$ cat src/rtl/systolic_array_seq_ctrl_if.sv
// Handshake/config bundle between a host and the systolic-array phase sequencer.
// The master side drives start/config/hold/abort; the slave side (the sequencer)
// drives the ctrl-state code, the SRAM read windows and the status pulses.
interface systolic_array_seq_ctrl_if #(
  parameter int CTRL_WIDTH           = 4,
  parameter int LOG2_SRAM_BANK_DEPTH = 5,
  parameter int LOG2_MAX_TILES       = 4
);
  logic                              i_start;
  logic [LOG2_SRAM_BANK_DEPTH:0]     i_k_len;
  logic [LOG2_MAX_TILES:0]           i_num_tiles;
  logic [LOG2_SRAM_BANK_DEPTH-1:0]   i_top_base;
  logic [LOG2_SRAM_BANK_DEPTH-1:0]   i_left_base;
  logic [LOG2_SRAM_BANK_DEPTH-1:0]   i_down_base;
  logic                              i_hold;
  logic                              i_abort;

  logic [CTRL_WIDTH-1:0]             o_ctrl_state;
  logic [LOG2_SRAM_BANK_DEPTH-1:0]   o_top_rd_start;
  logic [LOG2_SRAM_BANK_DEPTH-1:0]   o_top_rd_end;
  logic [LOG2_SRAM_BANK_DEPTH-1:0]   o_left_rd_start;
  logic [LOG2_SRAM_BANK_DEPTH-1:0]   o_left_rd_end;
  logic [LOG2_SRAM_BANK_DEPTH-1:0]   o_down_rd_start;
  logic [LOG2_SRAM_BANK_DEPTH-1:0]   o_down_rd_end;
  logic                              o_busy;
  logic                              o_done;
  logic                              o_aborted;
  logic                              o_err;
  logic [LOG2_MAX_TILES-1:0]         o_tile_idx;

  modport master (
    output i_start, i_k_len, i_num_tiles, i_top_base, i_left_base, i_down_base,
           i_hold, i_abort,
    input  o_ctrl_state, o_top_rd_start, o_top_rd_end, o_left_rd_start, o_left_rd_end,
           o_down_rd_start, o_down_rd_end, o_busy, o_done, o_aborted, o_err, o_tile_idx
  );

  modport slave (
    input  i_start, i_k_len, i_num_tiles, i_top_base, i_left_base, i_down_base,
           i_hold, i_abort,
    output o_ctrl_state, o_top_rd_start, o_top_rd_end, o_left_rd_start, o_left_rd_end,
           o_down_rd_start, o_down_rd_end, o_busy, o_done, o_aborted, o_err, o_tile_idx
  );
endinterface

$ cat src/rtl/systolic_array_seq_ctrl.sv
// Multi-tile phase sequencer for the systolic array. Walks WARMUP/STEADY/DRAIN
// for each tile, publishes per-tile SRAM read windows built from running
// accumulators, and reports done/abort/config-error as one-cycle pulses.
// Every output is a flop; the next-state logic computes next output values.
module systolic_array_seq_ctrl #(
  parameter int NUM_ROW              = 4,
  parameter int NUM_COL              = 4,
  parameter int LOG2_SRAM_BANK_DEPTH = 5,
  parameter int CTRL_WIDTH           = 4,
  parameter int LOG2_MAX_TILES       = 4
) (
  input logic                     clk,
  input logic                     rst,
  systolic_array_seq_ctrl_if.slave bus
);

  localparam int AW = LOG2_SRAM_BANK_DEPTH;
  localparam int KW = LOG2_SRAM_BANK_DEPTH + 1;
  localparam int TW = LOG2_MAX_TILES;
  localparam int NW = LOG2_MAX_TILES + 1;
  localparam int CW = 16;

  localparam logic [CTRL_WIDTH-1:0] CS_IDLE   = CTRL_WIDTH'(0);
  localparam logic [CTRL_WIDTH-1:0] CS_WARMUP = CTRL_WIDTH'(1);
  localparam logic [CTRL_WIDTH-1:0] CS_STEADY = CTRL_WIDTH'(2);
  localparam logic [CTRL_WIDTH-1:0] CS_DRAIN  = CTRL_WIDTH'(3);

  typedef enum logic [2:0] {
    S_IDLE   = 3'd0,
    S_WARMUP = 3'd1,
    S_STEADY = 3'd2,
    S_DRAIN  = 3'd3,
    S_DONE   = 3'd4
  } state_e;

  state_e                 state_q, state_d;
  logic [CW-1:0]          cnt_q, cnt_d;
  logic [KW-1:0]          k_q, k_d;
  logic [NW-1:0]          nt_q, nt_d;
  logic [TW-1:0]          tile_q, tile_d;
  logic [AW-1:0]          top_s_q, top_s_d, top_e_q, top_e_d;
  logic [AW-1:0]          left_s_q, left_s_d, left_e_q, left_e_d;
  logic [AW-1:0]          down_s_q, down_s_d, down_e_q, down_e_d;
  logic [CTRL_WIDTH-1:0]  ctrl_q, ctrl_d;
  logic                   busy_q, busy_d;
  logic                   done_q, done_d;
  logic                   aborted_q, aborted_d;
  logic                   err_q, err_d;

  logic                   cfg_bad_s;
  logic                   warm_last_s;
  logic                   steady_last_s;
  logic                   drain_last_s;
  logic                   last_tile_s;

  assign cfg_bad_s     = (bus.i_k_len == KW'(0)) || (bus.i_num_tiles == NW'(0));
  assign warm_last_s   = (cnt_q == CW'(NUM_ROW - 1));
  assign steady_last_s = (cnt_q == (CW'(k_q) - CW'(1)));
  assign drain_last_s  = (cnt_q == CW'(NUM_ROW + NUM_COL - 2));
  assign last_tile_s   = ({1'b0, tile_q} == (nt_q - NW'(1)));

  // Next-state, counter, window-accumulator and next-output computation.
  always_comb begin
    // Default: everything holds (this is also the stall behaviour).
    state_d   = state_q;
    cnt_d     = cnt_q;
    k_d       = k_q;
    nt_d      = nt_q;
    tile_d    = tile_q;
    top_s_d   = top_s_q;
    top_e_d   = top_e_q;
    left_s_d  = left_s_q;
    left_e_d  = left_e_q;
    down_s_d  = down_s_q;
    down_e_d  = down_e_q;
    ctrl_d    = ctrl_q;
    busy_d    = busy_q;
    done_d    = done_q;
    aborted_d = aborted_q;
    err_d     = err_q;

    if ((state_q != S_IDLE) && bus.i_abort) begin
      // Abort beats hold and any phase end; windows and tile index are wiped.
      state_d   = S_IDLE;
      cnt_d     = CW'(0);
      tile_d    = TW'(0);
      top_s_d   = AW'(0);
      top_e_d   = AW'(0);
      left_s_d  = AW'(0);
      left_e_d  = AW'(0);
      down_s_d  = AW'(0);
      down_e_d  = AW'(0);
      ctrl_d    = CS_IDLE;
      busy_d    = 1'b0;
      done_d    = 1'b0;
      aborted_d = 1'b1;
      err_d     = 1'b0;
    end else if ((state_q != S_IDLE) && bus.i_hold) begin
      state_d = state_q;
    end else begin
      case (state_q)
        S_IDLE: begin
          ctrl_d    = CS_IDLE;
          busy_d    = 1'b0;
          done_d    = 1'b0;
          aborted_d = 1'b0;
          err_d     = 1'b0;
          if (bus.i_start) begin
            if (cfg_bad_s) begin
              err_d = 1'b1;
            end else begin
              // Tile 0 windows start at the bases; later tiles accumulate.
              state_d  = S_WARMUP;
              cnt_d    = CW'(0);
              k_d      = bus.i_k_len;
              nt_d     = bus.i_num_tiles;
              tile_d   = TW'(0);
              top_s_d  = bus.i_top_base;
              top_e_d  = bus.i_top_base + AW'(bus.i_k_len) - AW'(1);
              left_s_d = bus.i_left_base;
              left_e_d = bus.i_left_base + AW'(bus.i_k_len) - AW'(1);
              down_s_d = bus.i_down_base;
              down_e_d = bus.i_down_base + AW'(NUM_ROW - 1);
              ctrl_d   = CS_WARMUP;
              busy_d   = 1'b1;
            end
          end else begin
            state_d = S_IDLE;
          end
        end
        S_WARMUP: begin
          if (warm_last_s) begin
            state_d = S_STEADY;
            cnt_d   = CW'(0);
            ctrl_d  = CS_STEADY;
          end else begin
            cnt_d = cnt_q + CW'(1);
          end
        end
        S_STEADY: begin
          if (steady_last_s) begin
            state_d = S_DRAIN;
            cnt_d   = CW'(0);
            ctrl_d  = CS_DRAIN;
          end else begin
            cnt_d = cnt_q + CW'(1);
          end
        end
        S_DRAIN: begin
          if (drain_last_s) begin
            cnt_d = CW'(0);
            if (last_tile_s) begin
              state_d = S_DONE;
              ctrl_d  = CS_IDLE;
              busy_d  = 1'b0;
              done_d  = 1'b1;
            end else begin
              // Next tile starts straight away; windows advance by K / NUM_ROW.
              state_d  = S_WARMUP;
              ctrl_d   = CS_WARMUP;
              tile_d   = tile_q + TW'(1);
              top_s_d  = top_s_q + AW'(k_q);
              top_e_d  = top_e_q + AW'(k_q);
              left_s_d = left_s_q + AW'(k_q);
              left_e_d = left_e_q + AW'(k_q);
              down_s_d = down_s_q + AW'(NUM_ROW);
              down_e_d = down_e_q + AW'(NUM_ROW);
            end
          end else begin
            cnt_d = cnt_q + CW'(1);
          end
        end
        S_DONE: begin
          // Start is deliberately not looked at here; the done pulse ends.
          state_d = S_IDLE;
          ctrl_d  = CS_IDLE;
          busy_d  = 1'b0;
          done_d  = 1'b0;
        end
        default: begin
          state_d   = S_IDLE;
          cnt_d     = CW'(0);
          ctrl_d    = CS_IDLE;
          busy_d    = 1'b0;
          done_d    = 1'b0;
          aborted_d = 1'b0;
          err_d     = 1'b0;
        end
      endcase
    end
  end

  // State, configuration, window and output registers with synchronous reset.
  always_ff @(posedge clk) begin
    if (rst) begin
      state_q   <= S_IDLE;
      cnt_q     <= CW'(0);
      k_q       <= KW'(0);
      nt_q      <= NW'(0);
      tile_q    <= TW'(0);
      top_s_q   <= AW'(0);
      top_e_q   <= AW'(0);
      left_s_q  <= AW'(0);
      left_e_q  <= AW'(0);
      down_s_q  <= AW'(0);
      down_e_q  <= AW'(0);
      ctrl_q    <= CS_IDLE;
      busy_q    <= 1'b0;
      done_q    <= 1'b0;
      aborted_q <= 1'b0;
      err_q     <= 1'b0;
    end else begin
      state_q   <= state_d;
      cnt_q     <= cnt_d;
      k_q       <= k_d;
      nt_q      <= nt_d;
      tile_q    <= tile_d;
      top_s_q   <= top_s_d;
      top_e_q   <= top_e_d;
      left_s_q  <= left_s_d;
      left_e_q  <= left_e_d;
      down_s_q  <= down_s_d;
      down_e_q  <= down_e_d;
      ctrl_q    <= ctrl_d;
      busy_q    <= busy_d;
      done_q    <= done_d;
      aborted_q <= aborted_d;
      err_q     <= err_d;
    end
  end

  assign bus.o_ctrl_state    = ctrl_q;
  assign bus.o_top_rd_start  = top_s_q;
  assign bus.o_top_rd_end    = top_e_q;
  assign bus.o_left_rd_start = left_s_q;
  assign bus.o_left_rd_end   = left_e_q;
  assign bus.o_down_rd_start = down_s_q;
  assign bus.o_down_rd_end   = down_e_q;
  assign bus.o_busy          = busy_q;
  assign bus.o_done          = done_q;
  assign bus.o_aborted       = aborted_q;
  assign bus.o_err           = err_q;
  assign bus.o_tile_idx      = tile_q;

endmodule

$ cat src/flat_wrapper.sv
// flat-port wrapper written by rule: the top's interface ports become plain ports
module systolic_array_seq_ctrl_flat 
#(
  parameter int NUM_ROW              = 4,
  parameter int NUM_COL              = 4,
  parameter int LOG2_SRAM_BANK_DEPTH = 5,
  parameter int CTRL_WIDTH           = 4,
  parameter int LOG2_MAX_TILES       = 4
)
  (clk, rst, bus_i_start, bus_i_k_len, bus_i_num_tiles, bus_i_top_base, bus_i_left_base, bus_i_down_base, bus_i_hold, bus_i_abort, bus_o_ctrl_state, bus_o_top_rd_start, bus_o_top_rd_end, bus_o_left_rd_start, bus_o_left_rd_end, bus_o_down_rd_start, bus_o_down_rd_end, bus_o_busy, bus_o_done, bus_o_aborted, bus_o_err, bus_o_tile_idx);
  systolic_array_seq_ctrl_if #(.CTRL_WIDTH(CTRL_WIDTH), .LOG2_SRAM_BANK_DEPTH(LOG2_SRAM_BANK_DEPTH), .LOG2_MAX_TILES(LOG2_MAX_TILES)) bus_i ();
  input logic clk;
  input logic rst;
  input wire logic [$bits(bus_i.i_start)-1:0] bus_i_start;
  input wire logic [$bits(bus_i.i_k_len)-1:0] bus_i_k_len;
  input wire logic [$bits(bus_i.i_num_tiles)-1:0] bus_i_num_tiles;
  input wire logic [$bits(bus_i.i_top_base)-1:0] bus_i_top_base;
  input wire logic [$bits(bus_i.i_left_base)-1:0] bus_i_left_base;
  input wire logic [$bits(bus_i.i_down_base)-1:0] bus_i_down_base;
  input wire logic [$bits(bus_i.i_hold)-1:0] bus_i_hold;
  input wire logic [$bits(bus_i.i_abort)-1:0] bus_i_abort;
  output wire logic [$bits(bus_i.o_ctrl_state)-1:0] bus_o_ctrl_state;
  output wire logic [$bits(bus_i.o_top_rd_start)-1:0] bus_o_top_rd_start;
  output wire logic [$bits(bus_i.o_top_rd_end)-1:0] bus_o_top_rd_end;
  output wire logic [$bits(bus_i.o_left_rd_start)-1:0] bus_o_left_rd_start;
  output wire logic [$bits(bus_i.o_left_rd_end)-1:0] bus_o_left_rd_end;
  output wire logic [$bits(bus_i.o_down_rd_start)-1:0] bus_o_down_rd_start;
  output wire logic [$bits(bus_i.o_down_rd_end)-1:0] bus_o_down_rd_end;
  output wire logic [$bits(bus_i.o_busy)-1:0] bus_o_busy;
  output wire logic [$bits(bus_i.o_done)-1:0] bus_o_done;
  output wire logic [$bits(bus_i.o_aborted)-1:0] bus_o_aborted;
  output wire logic [$bits(bus_i.o_err)-1:0] bus_o_err;
  output wire logic [$bits(bus_i.o_tile_idx)-1:0] bus_o_tile_idx;
  assign bus_i.i_start = bus_i_start;
  assign bus_i.i_k_len = bus_i_k_len;
  assign bus_i.i_num_tiles = bus_i_num_tiles;
  assign bus_i.i_top_base = bus_i_top_base;
  assign bus_i.i_left_base = bus_i_left_base;
  assign bus_i.i_down_base = bus_i_down_base;
  assign bus_i.i_hold = bus_i_hold;
  assign bus_i.i_abort = bus_i_abort;
  assign bus_o_ctrl_state = bus_i.o_ctrl_state;
  assign bus_o_top_rd_start = bus_i.o_top_rd_start;
  assign bus_o_top_rd_end = bus_i.o_top_rd_end;
  assign bus_o_left_rd_start = bus_i.o_left_rd_start;
  assign bus_o_left_rd_end = bus_i.o_left_rd_end;
  assign bus_o_down_rd_start = bus_i.o_down_rd_start;
  assign bus_o_down_rd_end = bus_i.o_down_rd_end;
  assign bus_o_busy = bus_i.o_busy;
  assign bus_o_done = bus_i.o_done;
  assign bus_o_aborted = bus_i.o_aborted;
  assign bus_o_err = bus_i.o_err;
  assign bus_o_tile_idx = bus_i.o_tile_idx;
  systolic_array_seq_ctrl #(.NUM_ROW(NUM_ROW), .NUM_COL(NUM_COL), .LOG2_SRAM_BANK_DEPTH(LOG2_SRAM_BANK_DEPTH), .CTRL_WIDTH(CTRL_WIDTH), .LOG2_MAX_TILES(LOG2_MAX_TILES)) u_core (.clk(clk), .rst(rst), .bus(bus_i));
endmodule
$ cat config.mk
export PLATFORM = sky130hd
export DESIGN_NAME = systolic_array_seq_ctrl_flat
export DESIGN_NICKNAME = d
export VERILOG_FILES = /design/src/rtl/systolic_array_seq_ctrl_if.sv /design/src/rtl/systolic_array_seq_ctrl.sv /design/src/flat_wrapper.sv
export SDC_FILE = /design/constraint.sdc
export NUM_CORES = 1
export LEC_CHECK = 0
export CORE_AREA = 2 2 125 127
export DETAILED_ROUTE_END_ITERATION = 16
export DIE_AREA = 0 0 127 129
export PLACE_DENSITY_LB_ADDON = 0.25
export SLEW_MARGIN = 10
export SYNTH_ARGS = -nofsm -noshare
export SYNTH_HDL_FRONTEND = slang
export SYNTH_SLANG_ARGS = --single-unit
export TNS_END_PERCENT = 50
$ cat constraint.sdc
create_clock -name clk -period 3.1 [get_ports clk]
set_input_delay 0.465 -clock clk [delete_from_list [all_inputs] [get_ports clk]]
set_output_delay 0.465 -clock clk [all_outputs]
set_load 0.005 [all_outputs]
==> Yosys cells after proc, flatten, opt, wreduce, memory -nomap -nowiden <==
Cells that the tools add are included.
{ "totals": {"reg_bits": 72, "input_bits": 31, "out_inout_bits": 42, "wordCells": 143} }
{ "op_classes": {"add_sub_neg": 15, "n_eq_ne": 18, "muxes": 69, "bitwise_logic": 6, "reduce_logical": 19} }
{ "op_table": {"columns": ["operator", "n"], "rows": [
  ["5-bit 2-to-1 mux", 24],
  ["16-bit 2-to-1 mux", 5],
  ["16-bit one-hot mux with 5 select lines", 1],
  ["5-bit one-hot mux with 2 select lines", 6],
  ["4-bit 2-to-1 mux", 8],
  ["5-bit adder", 6],
  ["3-bit 2-to-1 mux", 6],
  ["16-bit by 1-bit adder with 16-bit output, second input constant", 1],
  ["16-bit equality test", 1],
  ["16-bit by 2-bit equality test with 1-bit output, second input constant", 1],
  ["16-bit by 3-bit equality test with 1-bit output, second input constant", 1],
  ["4-bit one-hot mux with 4 select lines", 1],
  ["5-bit by 1-bit subtractor with 5-bit output, second input constant", 3],
  ["1-bit 2-to-1 mux", 13],
  ["2-bit by 1-bit != test with 1-bit output, second input constant", 6],
  ["3-bit one-hot mux with 4 select lines", 1],
  ["4-bit AND reduction", 3],
  ["5-bit by 3-bit adder with 5-bit output, second input constant", 2],
  ["5-bit AND reduction", 2],
  ["4-bit one-hot mux with 2 select lines", 1],
  ["6-bit by 1-bit subtractor with 7-bit output, second input constant", 1],
  ["3-bit by 2-bit equality test with 1-bit output, second input constant", 2],
  ["6-bit zero test", 1],
  ["2-bit != test, second input constant", 3],
  ["19 further kinds", 28]
]} }

==> Longest topological paths before layout <==
{ "depth": {"ltp_word": 5, "depth_mapped": 11, "mapped_depth_nobuf": 10} }

==> Worst setup path before layout <==
Ideal clock, no wire load.
{ "synth_timing": {"path_type": "reg2reg", "startpoint": "register u_core.k_q[1]", "endpoint": "register u_core.cnt_q[3]", "setup_ns": 0.074, "arrival_ns": 2.245, "required_time_ns": 3.026, "path_slack_ns": 0.781, "path_stages_with_launch": 11, "path_buffers": 1, "synth_period_minus_slack_ns": 2.319, "path_cell_list": "dfxtp_1 -> inv_1 -> ha_1 -> nor3b_1 -> nand2_1 -> and3b_1 -> o32a_1 -> nand3_1 -> clkbuf_1 -> nand3_1 -> a31oi_1"} }
{ "synth_between": {"elab_chain_len": 4} }
{ "synth_rtl": {"columns": ["element", "line_no", "rtl"], "rows": [
  ["from (decl)", "systolic_array_seq_ctrl.sv:38", "logic [KW-1:0] k_q, k_d;"],
  ["from (signal assigned)", "systolic_array_seq_ctrl.sv:215", "k_q <= k_d;"],
  ["6-bit by 1-bit subtractor with 7-bit output", "systolic_array_seq_ctrl.sv:58", "assign steady_last_s = (cnt_q == (CW'(k_q) - CW'(1)));"],
  ["16-bit equality test", "systolic_array_seq_ctrl.sv:58", null],
  ["16-bit 2-to-1 mux", "systolic_array_seq_ctrl.sv:141", "if (steady_last_s) begin"],
  ["16-bit one-hot mux with 5 select lines", "systolic_array_seq_ctrl.sv:101", "case (state_q)"],
  ["to (signal assigned)", "systolic_array_seq_ctrl.sv:214", "cnt_q <= cnt_d;"],
  ["to (decl)", "systolic_array_seq_ctrl.sv:37", "logic [CW-1:0] cnt_q, cnt_d;"]
]} }
Every way passes these cells.
A chain may end at the register's enable or synchronous reset.

==> Final worst setup path <==
{ "layout_timing": {"startpoint": "register u_core.nt_q[0]", "endpoint": "register u_core.down_s_q[4] (netlist: u_core.bus.o_down_rd_start[4])"} }
{ "layout_between": {"elab_chain_len": 4} }
{ "layout_rtl": {"columns": ["element", "line_no", "rtl"], "rows": [
  ["from (decl)", "systolic_array_seq_ctrl.sv:39", "logic [NW-1:0] nt_q, nt_d;"],
  ["from (signal assigned)", "systolic_array_seq_ctrl.sv:216", "nt_q <= nt_d;"],
  ["5-bit by 1-bit subtractor with 5-bit output", "systolic_array_seq_ctrl.sv:60", "assign last_tile_s = ({1'b0, tile_q} == (nt_q - NW'(1)));"],
  ["4-bit by 5-bit equality test with 1-bit output", "systolic_array_seq_ctrl.sv:60", null],
  ["2-bit != test (no line)", null, null],
  ["6-bit AND reduction (no line)", null, null],
  ["to (signal assigned)", "systolic_array_seq_ctrl.sv:222", "down_s_q <= down_s_d;"],
  ["to (decl)", "systolic_array_seq_ctrl.sv:43", "logic [AW-1:0] down_s_q, down_s_d, down_e_q, down_e_d;"]
]} }
Every way passes these cells.

==> reports/qor.json <==
{
  "status": {"value": "finished, final reports clean"},
  "number_of_buffers_inserted_during_clock_tree_synthesis": {"value": 9},
  "port-buffer-count": {"value": 70},
  "antenna_found_initial": {"value": 0},
  "dominant_synthesized_flop_cell": {"value": "dfxtp_1"},
  "clock-skew-final": {"value": 0.00675, "unit": "ns"},
  "cts_buffer_depth": {"value": 2},
  "timing.final.setup_violations": {"value": 0},
  "hold_path.class": {"value": "register to register"},
  "worst_setup_path_end_kind": {"value": "register"},
  "insertedDiodeCount": {"value": 0},
  "num_rows": {"value": 45},
  "finalWirelength": {"value": 13000, "unit": "um"},
  "grt_pass1_vias": {"value": 4273},
  "drv_slew": {"value": 0},
  "ys_ff_latch": {"value": 70},
  "nNetsFinal": {"value": 728},
  "crit_required": {"value": 3.34, "unit": "ns"},
  "cts.clk_slew.worst_paths": {"value": 0.06, "unit": "ns"},
  "timing.max_cap.violations": {"value": 0},
  "drc": {"value": 0},
  "synthesis.instances": {"value": 584},
  "floorplan.die.width": {"value": 127, "unit": "um"},
  "max-vdd-ir-drop": {"value": 0.000311, "unit": "V"},
  "ys_warn_count": {"value": 0},
  "synth_edf_count": {"value": 0},
  "finalCritPeriodShare": {"value": 0.818},
  "fin_setup_tns": {"value": 0, "unit": "ns"},
  "placeableCoreArea": {"value": 15000, "unit": "um2"},
  "power.leakage": {"value": 2.50, "unit": "nW"},
  "global_route_total_usage_across_every_layer": {"value": 0.163},
  "cts.htree.levels": {"value": 3},
  "tightestPinTransition": {"value": 0.574, "unit": "ns"},
  "grt_pass1_wl": {"value": 21300, "unit": "um"},
  "initial_core_util": {"value": 0.317},
  "vias": {"value": 4325},
  "clock_tree_from_tritoncts": {"value": "done"},
  "cts-hold-fix-buffers": {"value": 0},
  "fmaxAchievable": {"value": 394, "unit": "MHz"},
  "final_antenna_net_count": {"value": 0},
  "cts_root_buf": {"value": "clkbuf_16"},
  "aggregate_global_routing_overflow": {"value": 0},
  "synth_cell_types": {"value": 66},
  "syn2layout_area_growth": {"value": 25.7, "unit": "%"},
  "die_h": {"value": 129, "unit": "um"},
  "preCtsSetupSlack": {"value": 0.335, "unit": "ns"},
  "grt_max_degree": {"value": 30},
  "critical_path_arrival": {"value": 2.77, "unit": "ns"},
  "start_kind": {"value": "register"},
  "cts_setup_buffers": {"value": 0},
  "crit_fanout": {"value": 29},
  "io_pins": {"value": 73},
  "worst-setup-path-type": {"value": "register to register"},
  "design.die.area": {"value": 16400, "unit": "um2"},
  "worst_slack": {"value": 0.564, "unit": "ns"},
  "drive_above_1_share": {"value": 0.0775},
  "layout_min_cycle_time": {"value": 2.54, "unit": "ns"},
  "hold_viol": {"value": 0},
  "cts.sink_count": {"value": 70},
  "netlist_area": {"value": 4750, "unit": "um2"},
  "postSynth.asyncResetShare": {"value": 0},
  "seq_area_frac_synth": {"value": 0.295},
  "cts_resized": {"value": 0},
  "worst_skew_pair.late_latency": {"value": 0.34, "unit": "ns"},
  "postSynthAreaPerCell": {"value": 8.13, "unit": "um2"},
  "wl_per_cell": {"value": 15.3, "unit": "um"},
  "finalWeightedCongestion": {"value": 0.826},
  "worst_hold_slack": {"value": 0.482, "unit": "ns"},
  "dp.final_hpwl": {"value": 9620, "unit": "um"},
  "timing.max_slew.rel_slack": {"value": 0.617},
  "power-per-cell-area": {"value": 695, "unit": "nW/um2"},
  "firstDrtPassIters": {"value": 4},
  "grt_setup_unrepaired": {"value": "no"},
  "dr.first_iter.drc_count": {"value": 195},
  "detail_route.vias_per_cell": {"value": 5.11}
}
## worst paths after layout
check,start,end,cells after the start,slack (ns)
max reg2reg,u_core.nt_q[0]$_SDFFE_PP0P_,u_core.bus.o_down_rd_start[4]$_SDFFE_PP0P_,9,0.56
max,u_core.nt_q[0]$_SDFFE_PP0P_,u_core.bus.o_down_rd_start[4]$_SDFFE_PP0P_,9,0.56
min,u_core.bus.o_down_rd_end[3]$_SDFFE_PP0P_,u_core.bus.o_down_rd_end[3]$_SDFFE_PP0P_,2,0.48
min reg2reg,u_core.bus.o_down_rd_end[3]$_SDFFE_PP0P_,u_core.bus.o_down_rd_end[3]$_SDFFE_PP0P_,2,0.48
## kinds of logic after synthesis
family                     synth area share
other                              0.000790
xor gates and xnor gates             0.0738
muxes                                0.0340
buffers and inverters                0.0746
DFF                                   0.295
AOI/OAI and AO/OA                     0.184
and+or+nand+nor                       0.212
adders and majority gates             0.125
## synth_stat cells (3+ instances only)
| master | instances | area share |
|---|---|---|
| nor2b_1 | 4 | 0.0053 |
| buf_2 | 7 | 0.0074 |
| nor3_1 | 24 | 0.025 |
| mux2i_1 | 15 | 0.032 |
| a311oi_1 | 4 | 0.0074 |
| a21o_1 | 16 | 0.025 |
| nor3b_1 | 6 | 0.0095 |
| or3_1 | 3 | 0.0040 |
| and3_1 | 6 | 0.0079 |
| buf_6 | 3 | 0.0071 |
| nand3_1 | 21 | 0.022 |
| xor2_1 | 20 | 0.037 |
| xnor2_1 | 20 | 0.037 |
| nand4_1 | 4 | 0.0053 |
| buf_4 | 3 | 0.0047 |
| o211ai_1 | 7 | 0.011 |
| nor2_1 | 68 | 0.054 |
| ha_1 | 38 | 0.10 |
| inv_1 | 52 | 0.041 |
| nand2_1 | 42 | 0.033 |
| nor4_1 | 4 | 0.0053 |
| a21oi_1 | 30 | 0.032 |
| a311oi_2 | 3 | 0.0095 |
| o21ai_0 | 11 | 0.012 |
| fa_1 | 6 | 0.025 |
| clkbuf_1 | 18 | 0.014 |
| a211oi_1 | 21 | 0.033 |
| nand2b_1 | 6 | 0.0079 |
| a31oi_1 | 7 | 0.0092 |
| dfxtp_1 | 70 | 0.30 |
## state kept, by name (all words and copies together), names as in the netlist
register and flops:
u_core.bus.o_aborted 1, u_core.bus.o_busy 1, u_core.bus.o_ctrl_state 2, u_core.bus.o_done 1, u_core.bus.o_down_rd_end 5, u_core.bus.o_down_rd_start 5, u_core.bus.o_err 1, u_core.bus.o_left_rd_end 5
u_core.bus.o_left_rd_start 5, u_core.bus.o_tile_idx 4, u_core.bus.o_top_rd_end 5, u_core.bus.o_top_rd_start 5, u_core.cnt_q 16, u_core.k_q 6, u_core.nt_q 5, u_core.state_q 3
## report_power, final
group / switching, W / leakage, nW / internal (W)
combinational: 0.000967 / 1.79 / 0.000879
clock: 0.000404 / 0.142 / 0.000605
sequential: 0.000204 / 0.572 / 0.00108
total: 0.00158 / 2.50 / 0.00257
## worst max-delay path, cell delays in order (launching register included)
cell and delay, ns:
dfxtp_1 0.38, inv_1 0.06, ha_1 0.24, xnor2_1 0.16
o32ai_1 0.10, o2111ai_1 0.39, a21o_1 0.25, and2_4 0.40
o21ai_0 0.15, a31o_2 0.26
## cells in the final DEF, fill, tap and decap left out, types with 6 or more instances in the layout
cell	netlist	layout
a211oi_1	21	21
a21o_1	16	16
a21oi_1	30	30
a31oi_1	7	7
and3_1	6	6
buf_4	3	17
clkbuf_16	0	9
clkdlybuf4s50_1	0	70
dfxtp_1	70	70
fa_1	6	6
ha_1	38	38
inv_1	52	52
mux2i_1	15	15
nand2_1	42	42
nand2b_1	6	6
nand3_1	21	21
nor2_1	68	68
nor3_1	24	24
nor3b_1	6	6
o211ai_1	7	7
o21ai_0	11	11
xnor2_1	20	20
xor2_1	20	20
## through the flow
stage	total power [W]	util	std cells	cell area, um2
floorplan	0.00247	-	585	4750
global placement	0.00311	0.379	830	5680
detailed placement	0.00315	0.379	830	5680
CTS	0.00418	0.398	846	5970
global route	0.00444	0.398	846	5970
finish	0.00414	0.398	846	5970
## area by class of cell
cell class / count / area (um2)
repair buffers: 88 / 848
clock buffers: 13 / 270
fillers: 1522 / 9010
flip-flops and latches: 70 / 1400
well taps: 188 / 235
multi-input cells: 432 / 3000
clock inverters: 3 / 17.5
inverters: 52 / 195
## per-layer routing
layer  up-vias  GRT usage  share of wire
met4         0     0.0530          0.012
li1       2174          -              -
met1      2060      0.210           0.48
met3        12     0.0358          0.037
met2        79      0.273           0.47
met5         -          0              0
(Power assumes the default switching activity.)
